### config.mk
export PLATFORM = sky130hd
export DESIGN_NAME = id_ex_stage
export DESIGN_NICKNAME = d
export VERILOG_FILES = /design/src/rtl/id_ex_pkg.sv /design/src/rtl/id_ex_stage_id_decode.sv /design/src/rtl/id_ex_stage.sv
export SDC_FILE = /design/constraint.sdc
export NUM_CORES = 1
export LEC_CHECK = 0
export BUFFER_PORTS_ARGS = -buffer_cell sky130_fd_sc_hd__buf_2
export CORE_AREA = 5 5 128 130
export DETAILED_ROUTE_END_ITERATION = 8
export DIE_AREA = 0 0 133 135
export HOLD_SLACK_MARGIN = 0.06
export PLACE_DENSITY_LB_ADDON = 0.12
export SYNTH_ARGS = -nofsm -noshare
export SYNTH_HDL_FRONTEND = slang
export SYNTH_SLANG_ARGS = --single-unit
### constraint.sdc
create_clock -name clk -period 3.67 [get_ports clk]
set_input_delay 0.734 -clock clk [delete_from_list [all_inputs] [get_ports clk]]
set_output_delay 0.734 -clock clk [all_outputs]
set_load 0.005 [all_outputs]
### src/rtl/id_ex_pkg.sv
// rtl/id_ex_pkg.sv - shared types and constants for the ID/EX stage
package id_ex_pkg;

    typedef enum logic [3:0] {
        ALU_ADD = 4'd0,
        ALU_SUB = 4'd1,
        ALU_AND = 4'd2,
        ALU_OR  = 4'd3,
        ALU_SLT = 4'd4
    } alu_op_e;

    localparam logic [5:0] OP_RTYPE = 6'h00;
    localparam logic [5:0] OP_ADDI  = 6'h08;
    localparam logic [5:0] OP_LW    = 6'h23;
    localparam logic [5:0] OP_SW    = 6'h2B;
    localparam logic [5:0] OP_BEQ   = 6'h04;

    localparam logic [5:0] FN_ADD = 6'h20;
    localparam logic [5:0] FN_SUB = 6'h22;
    localparam logic [5:0] FN_AND = 6'h24;
    localparam logic [5:0] FN_OR  = 6'h25;
    localparam logic [5:0] FN_SLT = 6'h2A;

    // Decoder result; rt_src marks instructions that read rt as an operand.
    typedef struct packed {
        alu_op_e    alu_op;
        logic       alu_src;
        logic       reg_write;
        logic       mem_read;
        logic       mem_write;
        logic       branch;
        logic [4:0] dst;
        logic       rt_src;
    } ctrl_t;

    // Contents of the ID/EX pipeline register.
    typedef struct packed {
        logic        valid;
        logic [31:0] pc;
        logic [31:0] rs_val;
        logic [31:0] rt_val;
        logic [31:0] imm;
        logic [4:0]  rs;
        logic [4:0]  rt;
        logic [4:0]  dst;
        alu_op_e     alu_op;
        logic        alu_src;
        logic        reg_write;
        logic        mem_read;
        logic        mem_write;
        logic        branch;
    } idex_t;

    typedef enum logic {
        ST_RUN    = 1'b0,
        ST_BUBBLE = 1'b1
    } state_e;

endpackage

### src/rtl/id_ex_stage_id_decode.sv
// rtl/id_ex_stage_id_decode.sv - combinational instruction decoder
// Ports: instr_i (IF/ID instruction word) -> ctrl_o (control bundle).
module id_decode
    import id_ex_pkg::*;
(
    input  logic [31:0] instr_i,
    output ctrl_t       ctrl_o
);

    logic [5:0] opcode;
    logic [5:0] funct;
    logic [4:0] rt;
    logic [4:0] rd;
    logic [4:0] unused_shamt;

    assign opcode       = instr_i[31:26];
    assign funct        = instr_i[5:0];
    assign rt           = instr_i[20:16];
    assign rd           = instr_i[15:11];
    assign unused_shamt = instr_i[10:6];

    always_comb begin
        ctrl_o = '0;
        case (opcode)
            OP_RTYPE: begin
                // Every R-type reads rt, even one whose funct is unsupported.
                ctrl_o.rt_src = 1'b1;
                case (funct)
                    FN_ADD: begin ctrl_o.alu_op = ALU_ADD; ctrl_o.reg_write = 1'b1; ctrl_o.dst = rd; end
                    FN_SUB: begin ctrl_o.alu_op = ALU_SUB; ctrl_o.reg_write = 1'b1; ctrl_o.dst = rd; end
                    FN_AND: begin ctrl_o.alu_op = ALU_AND; ctrl_o.reg_write = 1'b1; ctrl_o.dst = rd; end
                    FN_OR:  begin ctrl_o.alu_op = ALU_OR;  ctrl_o.reg_write = 1'b1; ctrl_o.dst = rd; end
                    FN_SLT: begin ctrl_o.alu_op = ALU_SLT; ctrl_o.reg_write = 1'b1; ctrl_o.dst = rd; end
                    default: ;
                endcase
            end
            OP_ADDI: begin
                ctrl_o.alu_src   = 1'b1;
                ctrl_o.reg_write = 1'b1;
                ctrl_o.dst       = rt;
            end
            OP_LW: begin
                ctrl_o.alu_src   = 1'b1;
                ctrl_o.mem_read  = 1'b1;
                ctrl_o.reg_write = 1'b1;
                ctrl_o.dst       = rt;
            end
            OP_SW: begin
                ctrl_o.alu_src   = 1'b1;
                ctrl_o.mem_write = 1'b1;
                ctrl_o.rt_src    = 1'b1;
            end
            OP_BEQ: begin
                ctrl_o.alu_op = ALU_SUB;
                ctrl_o.branch = 1'b1;
                ctrl_o.rt_src = 1'b1;
            end
            default: ;
        endcase
        // Writes to $0 are architecturally discarded.
        if (ctrl_o.dst == 5'd0) begin
            ctrl_o.reg_write = 1'b0;
        end
    end

endmodule

### src/rtl/id_ex_stage.sv
// rtl/id_ex_stage.sv - decode, operand bypass, load-use hazard FSM and ID/EX register
// Ports: clk, rst_n; IF/ID inputs id_valid/id_instr/id_pc; register file
// rf_a1/rf_a2 (addr out), rf_r1/rf_r2 (data in); write-through wb_en/wb_addr/
// wb_data; flush, ex_hold controls; id_stall out; registered ex_* fields out.
module id_ex_stage
    import id_ex_pkg::*;
(
    input  logic        clk,
    input  logic        rst_n,
    input  logic        id_valid,
    input  logic [31:0] id_instr,
    input  logic [31:0] id_pc,
    output logic [4:0]  rf_a1,
    output logic [4:0]  rf_a2,
    input  logic [31:0] rf_r1,
    input  logic [31:0] rf_r2,
    input  logic        wb_en,
    input  logic [4:0]  wb_addr,
    input  logic [31:0] wb_data,
    input  logic        flush,
    input  logic        ex_hold,
    output logic        id_stall,
    output logic        ex_valid,
    output logic [31:0] ex_pc,
    output logic [31:0] ex_rs_val,
    output logic [31:0] ex_rt_val,
    output logic [31:0] ex_imm,
    output logic [4:0]  ex_rs,
    output logic [4:0]  ex_rt,
    output logic [4:0]  ex_dst,
    output logic [3:0]  ex_alu_op,
    output logic        ex_alu_src,
    output logic        ex_reg_write,
    output logic        ex_mem_read,
    output logic        ex_mem_write,
    output logic        ex_branch
);

    state_e      state_q, state_d;
    idex_t       ex_q, ex_d;
    idex_t       dec;
    ctrl_t       ctrl;
    logic [4:0]  rs;
    logic [4:0]  rt;
    logic [31:0] rs_val;
    logic [31:0] rt_val;
    logic        hazard;

    assign rs    = id_instr[25:21];
    assign rt    = id_instr[20:16];
    assign rf_a1 = rs;
    assign rf_a2 = rt;

    id_decode u_id_decode (
        .instr_i (id_instr),
        .ctrl_o  (ctrl)
    );

    // $0 reads as zero; a same-cycle write to the read index wins over the
    // register file's stale data.
    assign rs_val = (rs == 5'd0) ? 32'd0 :
                    (wb_en && wb_addr == rs) ? wb_data : rf_r1;
    assign rt_val = (rt == 5'd0) ? 32'd0 :
                    (wb_en && wb_addr == rt) ? wb_data : rf_r2;

    // Masked in BUBBLE so the stalled instruction is released after one bubble.
    assign hazard = (state_q == ST_RUN) && id_valid && ex_q.valid && ex_q.mem_read &&
                    (ex_q.dst != 5'd0) &&
                    ((ex_q.dst == rs) || ((ex_q.dst == rt) && ctrl.rt_src));

    assign id_stall = rst_n && !flush && (ex_hold || hazard);

    always_comb begin
        dec           = '0;
        dec.valid     = 1'b1;
        dec.pc        = id_pc;
        dec.rs_val    = rs_val;
        dec.rt_val    = rt_val;
        dec.imm       = {{16{id_instr[15]}}, id_instr[15:0]};
        dec.rs        = rs;
        dec.rt        = rt;
        dec.dst       = ctrl.dst;
        dec.alu_op    = ctrl.alu_op;
        dec.alu_src   = ctrl.alu_src;
        dec.reg_write = ctrl.reg_write;
        dec.mem_read  = ctrl.mem_read;
        dec.mem_write = ctrl.mem_write;
        dec.branch    = ctrl.branch;
    end

    always_comb begin
        state_d = state_q;
        ex_d    = ex_q;
        if (flush) begin
            ex_d    = '0;
            state_d = ST_RUN;
        end else if (ex_hold) begin
            ex_d    = ex_q;
        end else if (hazard) begin
            ex_d    = '0;
            state_d = ST_BUBBLE;
        end else begin
            state_d = ST_RUN;
            ex_d    = id_valid ? dec : '0;
        end
    end

    always_ff @(posedge clk) begin
        if (!rst_n) begin
            state_q <= ST_RUN;
            ex_q    <= '0;
        end else begin
            state_q <= state_d;
            ex_q    <= ex_d;
        end
    end

    assign ex_valid     = ex_q.valid;
    assign ex_pc        = ex_q.pc;
    assign ex_rs_val    = ex_q.rs_val;
    assign ex_rt_val    = ex_q.rt_val;
    assign ex_imm       = ex_q.imm;
    assign ex_rs        = ex_q.rs;
    assign ex_rt        = ex_q.rt;
    assign ex_dst       = ex_q.dst;
    assign ex_alu_op    = ex_q.alu_op;
    assign ex_alu_src   = ex_q.alu_src;
    assign ex_reg_write = ex_q.reg_write;
    assign ex_mem_read  = ex_q.mem_read;
    assign ex_mem_write = ex_q.mem_write;
    assign ex_branch    = ex_q.branch;

endmodule

==> insert_results.sql <==
INSERT INTO impl_metrics (metric_group, metric, value, unit) VALUES
('outcome', 'status', 'complete, no violations', ''),
('timing', 'fin_worst_skew', '0.00895', 'ns'),
('floorplan', 'design.portCount', '335', ''),
('clocking', 'cts_setup_buffers', '0', ''),
('routing', 'viasPerCell', '4.98', ''),
('placement', 'io_buffers', '333', ''),
('pwr', 'ir_worst_vdd', '0.000294', 'V'),
('timing', 'setup_viol', '0', ''),
('synth', 'synth_cells', '561', ''),
('global_routing', 'antenna_violations_before_repair', '2', ''),
('critical_path', 'critical_path.slowest_cell', 'nor4_2', ''),
('critical_path', 'cells_along_the_critical_path', 'buf_2 -> xor2_1 -> nor4_2 -> o2111ai_2 -> nand2_1 -> o21a_1 -> buf_2', ''),
('synth', 'yosysUniqueCellTypes', '35', ''),
('clocking', 'cts_num_sinks', '137', ''),
('clocking', 'insertion_delay', '0.42', 'ns'),
('global_routing', 'number_of_global_route_vias_before_repair', '5415', ''),
('global_routing', 'global_route.usage.total', '19.8', '%'),
('global_routing', 'globalRoute.totalOverflow', '0', ''),
('critical_path', 'worst_endpoint_data_arrival_time', '1.99', 'ns'),
('clocking', 'numCtsBuffers', '17', ''),
('routing', 'route.detailed.wl_per_inst', '17.4', 'µm'),
('final_layout', 'area_growth', '40.8', '%'),
('critical_path', 'timing.critical_path.required', '2.94', 'ns'),
('routing', 'drc', '0', ''),
('min_path', 'worstHoldPathType', 'reg -> reg', ''),
('final_layout', 'utilization', '51.8', '%'),
('final_layout', 'fillerInstances', '1454', ''),
('timing', 'grt_setup_unrepaired', 'no', ''),
('routing', 'detailroute.via_count', '5265', ''),
('routing', 'route.antenna.remaining_nets', '0', ''),
('routing', 'drtIter0Drc', '213', ''),
('critical_path', 'element_type_at_the_critical_path_end', 'primary output', ''),
('critical_path', 'slowest_delay', '0.32', 'ns'),
('placement', 'place_area', '7120', 'µm²'),
('floorplan', 'design.core.area', '15000', 'µm²'),
('global_routing', 'grt_first_pass_wirelength', '28.2', 'mm'),
('critical_path', 'critical_path.max_fanout', '6', ''),
('floorplan', 'die-height', '135', 'µm'),
('clocking', 'clock_path_buffers', '2', ''),
('synth', 'yosysWarningCount', '0', ''),
('timing', 'finalWorstPathRequiredPeriod', '2.72', 'ns'),
('critical_path', 'criticalPathCategory', 'in -> out', ''),
('critical_path', 'critical-path-top-cell-by-count', 'buf_2', ''),
('critical_path', 'path_delay_family', 'simple AND/OR/NAND/NOR gates', ''),
('pwr', 'power.leakage', '3.70', 'nW'),
('pwr', 'power_density', '480', 'nW/µm²'),
('synth', 'average_cell_area_after_synthesis', '9.87', 'µm²'),
('synth', 'syn-num-nets', '732', ''),
('timing', 'hold_viol_final', '0', ''),
('timing', 'maxSlewViolCount', '0', ''),
('final_layout', 'drive_gt1_share', '43.4', '%'),
('routing', 'drt-pass1-iter-count', '4', ''),
('placement', 'gp_congestion', '0.811', ''),
('timing', 'final.period_utilization', '74.1', '%'),
('clocking', 'cts-resized-gates', '0', ''),
('placement', 'worst_slack_at_placement', '0.822', 'ns'),
('routing', 'detail_route.wirelength', '18.4', 'mm'),
('pwr', 'total_power', '3.74', 'mW'),
('timing', 'worst-slew-pin-transition', '1.18', 'ns'),
('floorplan', 'initial_util', '36.8', '%'),
('floorplan', 'dieArea', '18000', 'µm²'),
('clocking', 'cts_hold_buffers', '0', ''),
('clocking', 'cts_htree_levels', '4', ''),
('floorplan', 'core.rowCount', '45', ''),
('final_layout', 'final_nets', '1027', ''),
('synth', 'register_bit_total_from_synthesis', '137', ''),
('final_layout', 'layout_common_cells', 'buf_2 (333), dfxtp_1 (137), nand2_1 (78)', ''),
('clocking', 'cts_tree', 'yes', ''),
('final_layout', 'finish.cell_count_without_fillers', '1058', ''),
('placement', 'post-dp-hpwl', '13.8', 'mm'),
('placement', 'place.detailed.instances', '1025', '');
[metal layers]
metal / GRT usage, % / wire length (µm) / vias up
met5: 0 / 13 / -
met4: 8.55 / 416 / 2
li1: - / - / 2567
met2: 34.3 / 9190 / 226
met1: 21.9 / 7240 / 2440
met3: 7.15 / 1550 / 30
[state kept, by name, summed over array words and instances (netlist names)]
| signal | cells |
|---|---|
| ex_mem_write | 1 |
| ex_alu_op | 3 |
| ex_alu_src | 1 |
| ex_branch | 1 |
| ex_rs_val | 32 |
| ex_mem_read | 1 |
| ex_dst | 5 |
| ex_imm | 16 |
| ex_valid | 1 |
| ex_rt_val | 32 |
| ex_rs | 5 |
| state_q | 1 |
| ex_reg_write | 1 |
| ex_rt | 5 |
| ex_pc | 32 |
[cell type report]
| cell class | count | area, µm² | area share [%] |
|---|---|---|---|
| sequential | 137 | 2740 | 35.2 |
| multi-input combinational | 357 | 2400 | 30.8 |
| timing repair buffer | 339 | 1720 | 22.1 |
| clock buffer | 21 | 480 | 6.16 |
| tap | 188 | 235 | 3.02 |
| clock inverter | 10 | 189 | 2.42 |
| inverter | 4 | 15.0 | 0.193 |
| antenna | 2 | 5.00 | 0.0642 |
[cell usage after synthesis, drive strengths merged]
cell type	number	area share [%]
dfxtp	137	50
nand2	78	5.3
o21ai	74	6.7
mux2i	65	12
a22o	58	9.2
buf	44	5.6
clkbuf	19	1.3
xor2	16	2.5
nor2	9	0.61
nor3	7	0.63
a21oi	6	0.54
a22oi	5	0.68
nand3	5	0.45
nor4	5	0.79
a32o	4	0.72
and3	4	0.45
inv	4	0.27
xnor2	4	0.63
nand4b	2	0.32
nor2b	2	0.23
nor3b	2	0.27
o21a	2	0.27
a31oi	1	0.11
and2	1	0.11
conb	1	0.068
nand3b	1	0.14
nand4	1	0.11
o2111ai	1	0.27
o31ai	1	0.14
o32ai	1	0.16
or4	1	0.14
[logic make-up after synthesis]
kind of cell / Yosys count / synth area share (%)
other: 1 / 0.0677
XOR/XNOR: 20 / 3.16
multiplexers: 65 / 11.8
buffers and inverters: 67 / 7.17
AND/OR/NAND/NOR: 118 / 9.54
AO/OA/AOI/OAI: 153 / 18.8
flip-flops: 137 / 49.5
[power breakdown]
group          total, mW  internal, mW  leakage (nW)  switching, mW
Clock               1.92          1.28         0.326          0.647
Combinational      0.283         0.139          2.27          0.144
Sequential          1.53          1.52          1.11         0.0147
Total               3.74          2.93          3.70          0.805
[path summary, 6_finish.rpt]
path / from / cells past startpoint / end / slack, ns
hold reg to reg: ex_rt_val[31] / 2 / ex_rt_val[31] / 0.45
setup reg to reg: ex_dst[3] / 5 / ex_mem_read / 1.35
hold / removal: ex_rt_val[31] / 2 / ex_rt_val[31] / 0.45
setup / recovery: id_instr[20] / 7 / id_stall / 0.95
[worst min-delay path: cells and delay by family (launching register included)]
family             cells  cell delay, ns
and+or+nand+nor        1            0.04
AOI/OAI and AO/OA      1            0.05
DFF                    1            0.32
No activity file was read; power rests on OpenSTA's default activity.
